--- src/rtl/fft_pkg.sv ---
// Shared types and constant helpers for the FFT RAM sequencer.
package fft_pkg;

    typedef enum logic [2:0] {
        IDLE,
        READ,
        WAIT,
        WRITE,
        FINISH
    } fft_state_e;

    // Ceiling log2, usable in parameter and localparam expressions.
    function automatic int unsigned log2_f(input int unsigned v);
        int unsigned r;
        r = 0;
        while ((32'd1 << r) < v) r++;
        return r;
    endfunction

endpackage

--- src/rtl/fft_bf_addr_gen.sv ---
// Radix-2 DIT butterfly address and twiddle-index generator, combinational from (stage, butterfly).
module fft_bf_addr_gen
    import fft_pkg::*;
#(
    parameter int N  = 32,
    parameter int AW = $clog2(N),
    parameter int SW = 3
) (
    input  logic [SW-1:0] s_i,
    input  logic [AW-2:0] k_i,
    output logic [AW-1:0] addr1_o,
    output logic [AW-1:0] addr2_o,
    output logic [AW-2:0] tw_idx_o
);

    localparam int unsigned L = log2_f(N);

    logic [AW-1:0] span;
    logic [AW-1:0] pos;
    logic [AW-1:0] grp;
    int unsigned   s_u;

    // span is a power of two, so mod/div reduce to mask/shift and +span to an OR.
    always_comb begin
        s_u      = 32'(s_i);
        span     = AW'(1) << s_u;
        pos      = AW'(k_i) & (span - AW'(1));
        grp      = AW'(k_i) >> s_u;
        addr1_o  = (grp << (s_u + 1)) | pos;
        addr2_o  = addr1_o | span;
        tw_idx_o = pos[AW-2:0] << (L - 1 - s_u);
    end

endmodule

--- src/rtl/fft_ram_sequencer.sv ---
// In-place radix-2 FFT RAM sequencer: walks every butterfly of every stage as READ/WAIT/WRITE.
module fft_ram_sequencer
    import fft_pkg::*;
#(
    parameter int N      = 32,
    parameter int BF_LAT = 2,
    parameter int AW     = $clog2(N)
) (
    input  logic          clk,
    input  logic          rst_n,
    input  logic          start,
    output logic          busy,
    output logic          done,
    output logic [AW-1:0] address1,
    output logic [AW-1:0] address2,
    output logic          sel,
    output logic          wr_en,
    output logic          bf_start,
    output logic [AW-2:0] tw_idx
);

    localparam int unsigned     L      = log2_f(N);
    localparam int              SW     = (L > 1) ? $clog2(L) : 1;
    localparam int              WW     = (BF_LAT > 1) ? $clog2(BF_LAT) : 1;
    localparam logic [AW-2:0]   K_LAST = (AW-1)'(N / 2 - 1);
    localparam logic [SW-1:0]   S_LAST = SW'(L - 1);
    localparam logic [WW-1:0]   W_LAST = WW'(BF_LAT - 1);

    fft_state_e    state_q, state_d;
    logic [SW-1:0] s_q, s_d;
    logic [AW-2:0] k_q, k_d;
    logic [WW-1:0] wcnt_q, wcnt_d;
    logic [AW-1:0] a1_q, a1_d, a2_q, a2_d;
    logic [AW-2:0] tw_q, tw_d;
    logic [AW-1:0] gen_a1, gen_a2;
    logic [AW-2:0] gen_tw;

    fft_bf_addr_gen #(
        .N (N),
        .AW(AW),
        .SW(SW)
    ) u_addr_gen (
        .s_i     (s_d),
        .k_i     (k_d),
        .addr1_o (gen_a1),
        .addr2_o (gen_a2),
        .tw_idx_o(gen_tw)
    );

    always_comb begin
        state_d = state_q;
        s_d     = s_q;
        k_d     = k_q;
        wcnt_d  = wcnt_q;
        unique case (state_q)
            IDLE: begin
                if (start) begin
                    state_d = READ;
                    s_d     = '0;
                    k_d     = '0;
                end
            end
            READ: begin
                state_d = WAIT;
                wcnt_d  = '0;
            end
            WAIT: begin
                if (wcnt_q == W_LAST) state_d = WRITE;
                else                  wcnt_d  = wcnt_q + WW'(1);
            end
            WRITE: begin
                if (k_q != K_LAST) begin
                    k_d     = k_q + (AW-1)'(1);
                    state_d = READ;
                end else if (s_q != S_LAST) begin
                    s_d     = s_q + SW'(1);
                    k_d     = '0;
                    state_d = READ;
                end else begin
                    state_d = FINISH;
                end
            end
            FINISH: begin
                state_d = IDLE;
                s_d     = '0;
                k_d     = '0;
            end
            default: state_d = IDLE;
        endcase
    end

    // Addresses are captured from the next (s,k) on entry to READ and held through WRITE.
    always_comb begin
        a1_d = a1_q;
        a2_d = a2_q;
        tw_d = tw_q;
        case (state_d)
            READ: begin
                a1_d = gen_a1;
                a2_d = gen_a2;
                tw_d = gen_tw;
            end
            WAIT, WRITE: ;
            default: begin
                a1_d = '0;
                a2_d = '0;
                tw_d = '0;
            end
        endcase
    end

    always_ff @(posedge clk or negedge rst_n) begin
        if (!rst_n) begin
            state_q <= IDLE;
            s_q     <= '0;
            k_q     <= '0;
            wcnt_q  <= '0;
            a1_q    <= '0;
            a2_q    <= '0;
            tw_q    <= '0;
        end else begin
            state_q <= state_d;
            s_q     <= s_d;
            k_q     <= k_d;
            wcnt_q  <= wcnt_d;
            a1_q    <= a1_d;
            a2_q    <= a2_d;
            tw_q    <= tw_d;
        end
    end

    assign busy     = (state_q != IDLE);
    assign done     = (state_q == FINISH);
    assign sel      = (state_q == READ) || (state_q == WRITE);
    assign wr_en    = (state_q == WRITE);
    assign bf_start = (state_q == WAIT) && (wcnt_q == '0);
    assign address1 = a1_q;
    assign address2 = a2_q;
    assign tw_idx   = tw_q;

endmodule
--- config.mk ---
export PLATFORM = sky130hd
export DESIGN_NAME = fft_ram_sequencer
export DESIGN_NICKNAME = d
export VERILOG_FILES = /design/src/rtl/fft_pkg.sv /design/src/rtl/fft_bf_addr_gen.sv /design/src/rtl/fft_ram_sequencer.sv
export SDC_FILE = /design/constraint.sdc
export NUM_CORES = 1
export LEC_CHECK = 0
export BUFFER_PORTS_ARGS = -buffer_cell sky130_fd_sc_hd__buf_2
export CAP_MARGIN = 25
export CORE_MARGIN = 1.5
export CORE_UTILIZATION = 45
export DETAILED_ROUTE_END_ITERATION = 7
export PLACE_DENSITY_LB_ADDON = 0.08
export SETUP_SLACK_MARGIN = 0.3
export SYNTH_ARGS = -nofsm -noshare
export SYNTH_HDL_FRONTEND = slang
export SYNTH_SLANG_ARGS = --single-unit
--- constraint.sdc ---
create_clock -name clk -period 2.8 [get_ports clk]
set_input_delay 0.28 -clock clk [delete_from_list [all_inputs] [get_ports clk]]
set_output_delay 0.28 -clock clk [all_outputs]
set_load 0.005 [all_outputs]
Yosys cells after proc, flatten, opt, wreduce, memory -nomap -nowiden. Cells that the tools add are included.

Register bits after elaboration: 25. Output and inout port bits: 19. Logic and storage cells: 54.

Add/sub/neg operators: 6. Equality and inequality tests: 9. Shift operators: 4. Mux-type cells: 18. Bitwise operators: 4. Reduce and logical (&&, ||, !) cells: 6.

Operators by type and width (count): $shl A4 B32 Y4 (1); $shl A5 B32 Y5 (1); $mux W3 (7); $pmux W5 S2 (2); $eq A3 B2 Y1 const B (4); $mux W4 (3); $pmux W3 S4 (1); $pmux W4 S3 (1); $or A5 B5 Y5 (2); $pmux W3 S3 (1); $pmux W4 S2 (1); $eq A3 B1 Y1 const B (2); $and A4 B5 Y5 (1); $shl A1 B3 Y5 const A (1); $shr A4 B3 Y5 (1); $sub A5 B1 Y5 const B (1); $add A3 B1 Y4 const B (1); $add A4 B1 Y4 const B (1); $ne A4 B4 Y1 const B (1); $sub A3 B3 Y4 const A (1); $add A3 B1 Y3 const B (1); $eq A3 B3 Y1 const B (1); $logic_not A3 Y1 (1); $ne A3 B3 Y1 const B (1); 9 further kinds (9).

Logic depth before layout (Yosys ltp).
Word-level depth: 10. Gate-level depth with buffers: 16. Depth with buffers taken out: 14.

Cells and area by module. From an unflattened synthesis, not the netlist that was laid out.

Cell total of the unflattened synthesis: 180. Area, all modules: 1771.7 um^2.

Modules (own cells, without submodules): fft_ram_sequencer (times used 1, cells each 104, area each 1179.9 um^2, sequential area each 625.6 um^2); fft_bf_addr_gen (times used 1, cells each 76, area each 591.8 um^2, sequential area each 0.0 um^2).

Worst setup path before layout. No wires, ideal clock.

Path kind: reg2reg. From: register s_q[1]. To: register a1_q[2] (netlist: address1[2]). Library setup time: 0.138 ns. Arrival: 2.899 ns. Required time: 2.662 ns. Path slack: -0.237 ns. Stages on the path, launching flop included: 17. Period minus slack after synthesis: 3.037 ns. Cells stage by stage: dfrtp_1 > inv_1 > ha_1 > nand2_1 > nand4_1 > mux2_4 > inv_2 > buf_6 > nor2_1 > ha_1 > buf_1 > nor2b_1 > a31o_2 > a31o_1 > a21o_1 > a32oi_1 > nand3_1.

Word-level cells in the longest chain between the ends: 9. Elaborated cells on any way between the ends: 24. Those cells by class: add/sub (3); eq/ne (4); shift (3); mux (11); bitwise (2); reduce/logical (1).

RTL lines: start, declared (line fft_ram_sequencer.sv:30) `logic [SW-1:0] s_q, s_d;`; start signal, assigned (line fft_ram_sequencer.sv:115) `s_q <= '0;`; start signal, assigned (line fft_ram_sequencer.sv:123) `s_q <= s_d;`; $ne A3 B3 Y1 * (line fft_ram_sequencer.sv:75) `end else if (s_q != S_LAST) begin`; $mux W3 * (line fft_ram_sequencer.sv:75); $mux W3 * (line fft_ram_sequencer.sv:72) `if (k_q != K_LAST) begin`; $pmux W3 S3 * (line fft_ram_sequencer.sv:55) `unique case (state_q)`; net s_d[0] (line fft_ram_sequencer.sv:30); $shl A1 B3 Y5 (line fft_bf_addr_gen.sv:26) `span = AW'(1) << s_u;`; $sub A5 B1 Y5 (line fft_bf_addr_gen.sv:27) `pos = AW'(k_i) & (span - AW'(1));`; $and A4 B5 Y5 (line fft_bf_addr_gen.sv:27); $or A5 B5 Y5 * (line fft_bf_addr_gen.sv:29) `addr1_o = (grp << (s_u + 1)) | pos;`; $pmux W5 S2 * (line fft_ram_sequencer.sv:97) `case (state_d)`; end signal, assigned (line fft_ram_sequencer.sv:118) `a1_q <= '0;`; end signal, assigned (line fft_ram_sequencer.sv:126) `a1_q <= a1_d;`; end, declared (line fft_ram_sequencer.sv:33) `logic [AW-1:0] a1_q, a1_d, a2_q, a2_d;`.

Mark *: on every way through the listed nets, which the timed path passes. The rest lies on a longest branch. A chain may end at the register's enable or synchronous reset.

Worst setup path in the final report.
From: register state_q[2]. To: register tw_q[3] (netlist: tw_idx[3]).

Word-level cells in the longest chain between the ends: 7. Elaborated cells on any way between the ends: 20. Those cells by class: add/sub (2); eq/ne (7); shift (2); mux (6); bitwise (1); reduce/logical (2).

RTL lines: start, declared (line fft_ram_sequencer.sv:29) `fft_state_e state_q, state_d;`; start signal, assigned (line fft_ram_sequencer.sv:122) `state_q <= state_d;`; $eq A3 B3 Y1, or another cell as far along (line fft_ram_sequencer.sv:55); $pmux W3 S3 (line fft_ram_sequencer.sv:55); $shl A1 B3 Y5 (line fft_bf_addr_gen.sv:26); $sub A5 B1 Y5 (line fft_bf_addr_gen.sv:27); $and A4 B5 Y5 (line fft_bf_addr_gen.sv:27); $shl A4 B32 Y4 (line fft_bf_addr_gen.sv:31) `tw_idx_o = pos[AW-2:0] << (L - 1 - s_u);`; $pmux W4 S2 (line fft_ram_sequencer.sv:97); end signal, assigned (line fft_ram_sequencer.sv:128) `tw_q <= tw_d;`; end, declared (line fft_ram_sequencer.sv:34) `logic [AW-2:0] tw_q, tw_d;`.

Several ways; a longest one is shown, not always the timed one.

==> flow_summary.yaml <==
outcome:
  status: "finished clean"
clock_tree:
  cts_tree: "built"
  cts_num_sinks: 25
  root_buffer: "clkbuf_8"
  numCtsBuffers: 3
  htree_levels: 1
  cts.clk_slew.worst_paths_ns: 0.10
  clockBufferDepth: 2
  clk_latency_ns: 0.29
worst_setup_path:
  startpoint_type: "flop"
  cp_num_buf_inv: 3
  crit_chain: "and4b_2 -> nand4_1 -> mux2_4 -> buf_6 -> inv_4 -> nor2_4 -> ha_4 -> buf_6 -> a311oi_4 -> xor2_2 -> nand4b_1 -> a32oi_1"
  critical_path_class: "flop to flop"
  crit_path_max_fanout: 4
  crit_required_ns: 3.01
  cpMostUsedCell: "buf_6"
  path_delay_family: "compound AO/OA/AOI/OAI gates"
  arrival_ns: 2.97
  cp_slowest_cell: "dfrtp_1"
  endpoint_kind: "flop"
  critPathMaxStageDelay_ns: 0.41
logic_synthesis:
  syn_area_per_cell_um2: 9.359
  yosysTopAreaCellShare_pct: 33.42
  synth_fp_nets: 211
  synth_cells: 200
  yosys-top-cells-area: "dfrtp_1 (33%), ha_1 (5.3%), nand3_1 (4.0%)"
  synth_ff_type: "dfrtp_1"
  ys_async_sr_fraction_pct: 100.0
  yosysUniqueCellTypes: 67
  ys_seq_area_share_pct: 33.42
  syn-cell-area_um2: 1872
  synth-seq-cells: 25
  synth-edff-count: 0
  ys_warn_count: 0
  synth_area_leader_cell: "dfrtp_1"
sta:
  min_period_ns: 2.764
  min_period_over_period_pct: 98.70
  slew_headroom_pct: 59.70
  tightest_slew_ns: 0.6044
  rsz0062_at_grt: "true"
  hold_violations: 0
  fin_ws_ns: 0.03632
  fmax_ghz: 0.3618
  skew_ns: 0.003028
  setup_viol: 0
  slew_violations: 0
drt:
  wl_per_cell_um: 18.66
  via_per_inst: 6.142
  dr.pass1.iters: 4
  drtAntennaViolNets: 0
  drt_iter0_drc: 97
  vias: 1861
  drt-total-wl_mm: 5.655
  drc_errors: 0
cells_and_area:
  nets: 265
  fillCellCount: 327
  seq_area_um2: 626.9
  diodes: 0
  final-instance-count-excl-fill: 303
  multi_input_area_um2: 1345
  final_util_pct: 63.75
  drive_above_1_share_pct: 45.45
  syn_to_final_growth_pct: 36.23
power:
  fin_total_pwr_uw: 614.4
  p_sw_share_pct: 23.70
  vdd_drop_max_uv: 144.9
  netSwitchingPower_uw: 145.6
  power_frac_clock_pct: 39.2
  power_density_nw_per_um2: 240.9
  leakagePower_uw: 0.0009839
  power_frac_seq_pct: 58.7
  p_comb_share_pct: 2.1
  p_int_uw: 468.8
floorplanning:
  die_w_um: 67.50
  rows: 23
  core_um2: 4000
  start_util_pct: 46.79
  dieArea_um2: 4556
  die_y_um: 67.50
  pin_count: 22
flow_run:
  cap_violations: 0
global_route:
  grt_pass1_vias: 1796
  grt_usage_pct: 26.65
  grt_pass1_wl_mm: 8.963
  antenna_found_initial: 0
  overflow: 0
  grt_max_degree: 26
place:
  place_ws_ns: -0.06748
  gp_congestion: 0.9160
  io_buffer_count: 21
  hpwl_mm: 4.026
  dp_cells: 283
hold_path:
  hold_path.class: "primary input to flop"
-- power by group through the flow --
stage | combinational [µW] | clock, µW | sequential, µW
after detailed placement | 11.6 | 0 | 368
after floorplan | 1.90 | 0 | 368
after CTS | 13.2 | 248 | 361
after global placement | 11.2 | 0 | 368
final | 12.9 | 241 | 361
after global routing | 15.0 | 263 | 361
-- final cells by class --
cell class	count	share of cell area, %
tap	50	2.453
multi-input combinational	153	52.75
inverter	11	1.816
clock buffer	3	1.619
clock inverter	1	0.3435
sequential	25	24.58
timing repair buffer	60	16.44
-- synth_stat cells, types with 4 or more instances --
cell and number:
dfrtp_1 25, nand2_1 15, nand3_1 15, nor2_1 11
o21ai_1 10, ha_1 8, inv_1 8, a32oi_1 6
and3_1 5, nand4_1 5, o21ai_0 5, a21oi_1 4
buf_4 4, nor3_1 4
-- routing by layer --
metal | track usage [%] | vias to the layer above | part of all wire [%]
met5 | 0 | - | 0
met3 | 3.500 | 13 | 4.3
met1 | 32.95 | 922 | 41
li1 | - | 864 | -
met4 | 9.439 | 0 | 1.8
met2 | 47.18 | 62 | 53
-- cell usage in the layout (no fill, tap or decap), types with 5 or more instances in the layout --
master,count
buf_4,34
nand3_1,13
ha_4,5
buf_2,21
inv_1,6
nor2_1,8
o21ai_1,12
dfrtp_1,24
nand2_1,14
nand4_1,5
-- worst paths after layout --
path                              from          end  slack (ns)  cells past startpoint
max reg2reg                 state_q[2]    tw_idx[3]        0.04                     12
min reg2reg                address2[0]  address2[0]        0.49                      2
min                              start   state_q[0]        0.31                      3
min in group asynchronous        rst_n   state_q[1]        0.52                      2
max                         state_q[2]    tw_idx[3]        0.04                     12
max in group asynchronous        rst_n       k_q[2]        1.85                      2
-- cell families (layout without fill, tap and decap cells) --
logic type               after synthesis  after routing  share of synthesized area [%]
AND/OR/NAND/NOR                       79             79                          24.87
AO/OA/AOI/OAI                         59             59                          26.87
flip-flops                            25             25                          33.42
buffers and inverters                 22             75                          5.815
adder cells (fa/ha/maj)                8              8                          5.348
XOR/XNOR                               5              5                          2.340
multiplexers                           2              2                          1.337
-- metrics by stage --
stage / hold slack (ns) / setup TNS (ns) / instance area (µm²)
floorplan: -0.01559 / 0 / 1946
global placement: 0.2992 / 0 / 2200
detailed placement: 0.3159 / -0.06748 / 2200
CTS: 0.3023 / 0 / 2414
global route: 0.3098 / -0.04648 / 2550
finish: 0.3130 / 0 / 2550
-- state kept, by name, indices dropped and copies added, names as in the netlist --
register / count
s_q: 3
wcnt_q: 1
address2: 5
tw_idx: 4
state_q: 3
address1: 5
k_q: 4
-- worst register-to-register path: stages (launching register included) --
cell and delay (ns):
dfrtp_1 0.41, and4b_2 0.32, nand4_1 0.11, mux2_4 0.37
buf_6 0.14, inv_4 0.05, nor2_4 0.04, ha_4 0.18
buf_6 0.13, a311oi_4 0.41, xor2_2 0.21, nand4b_1 0.12
a32oi_1 0.21
-- timing repair --
| item | in CTS | in global routing |
|---|---|---|
| buffers inserted | 9 | 6 |
| setup endpoints to repair | 9 | 14 |
| pin swaps | 15 | 19 |
| resized for setup | 16 | 20 |
| endpoints found under the hold margin | 10 | 0 |
| hold buffers | 1 | 0 |
(Power assumes the default switching activity.)
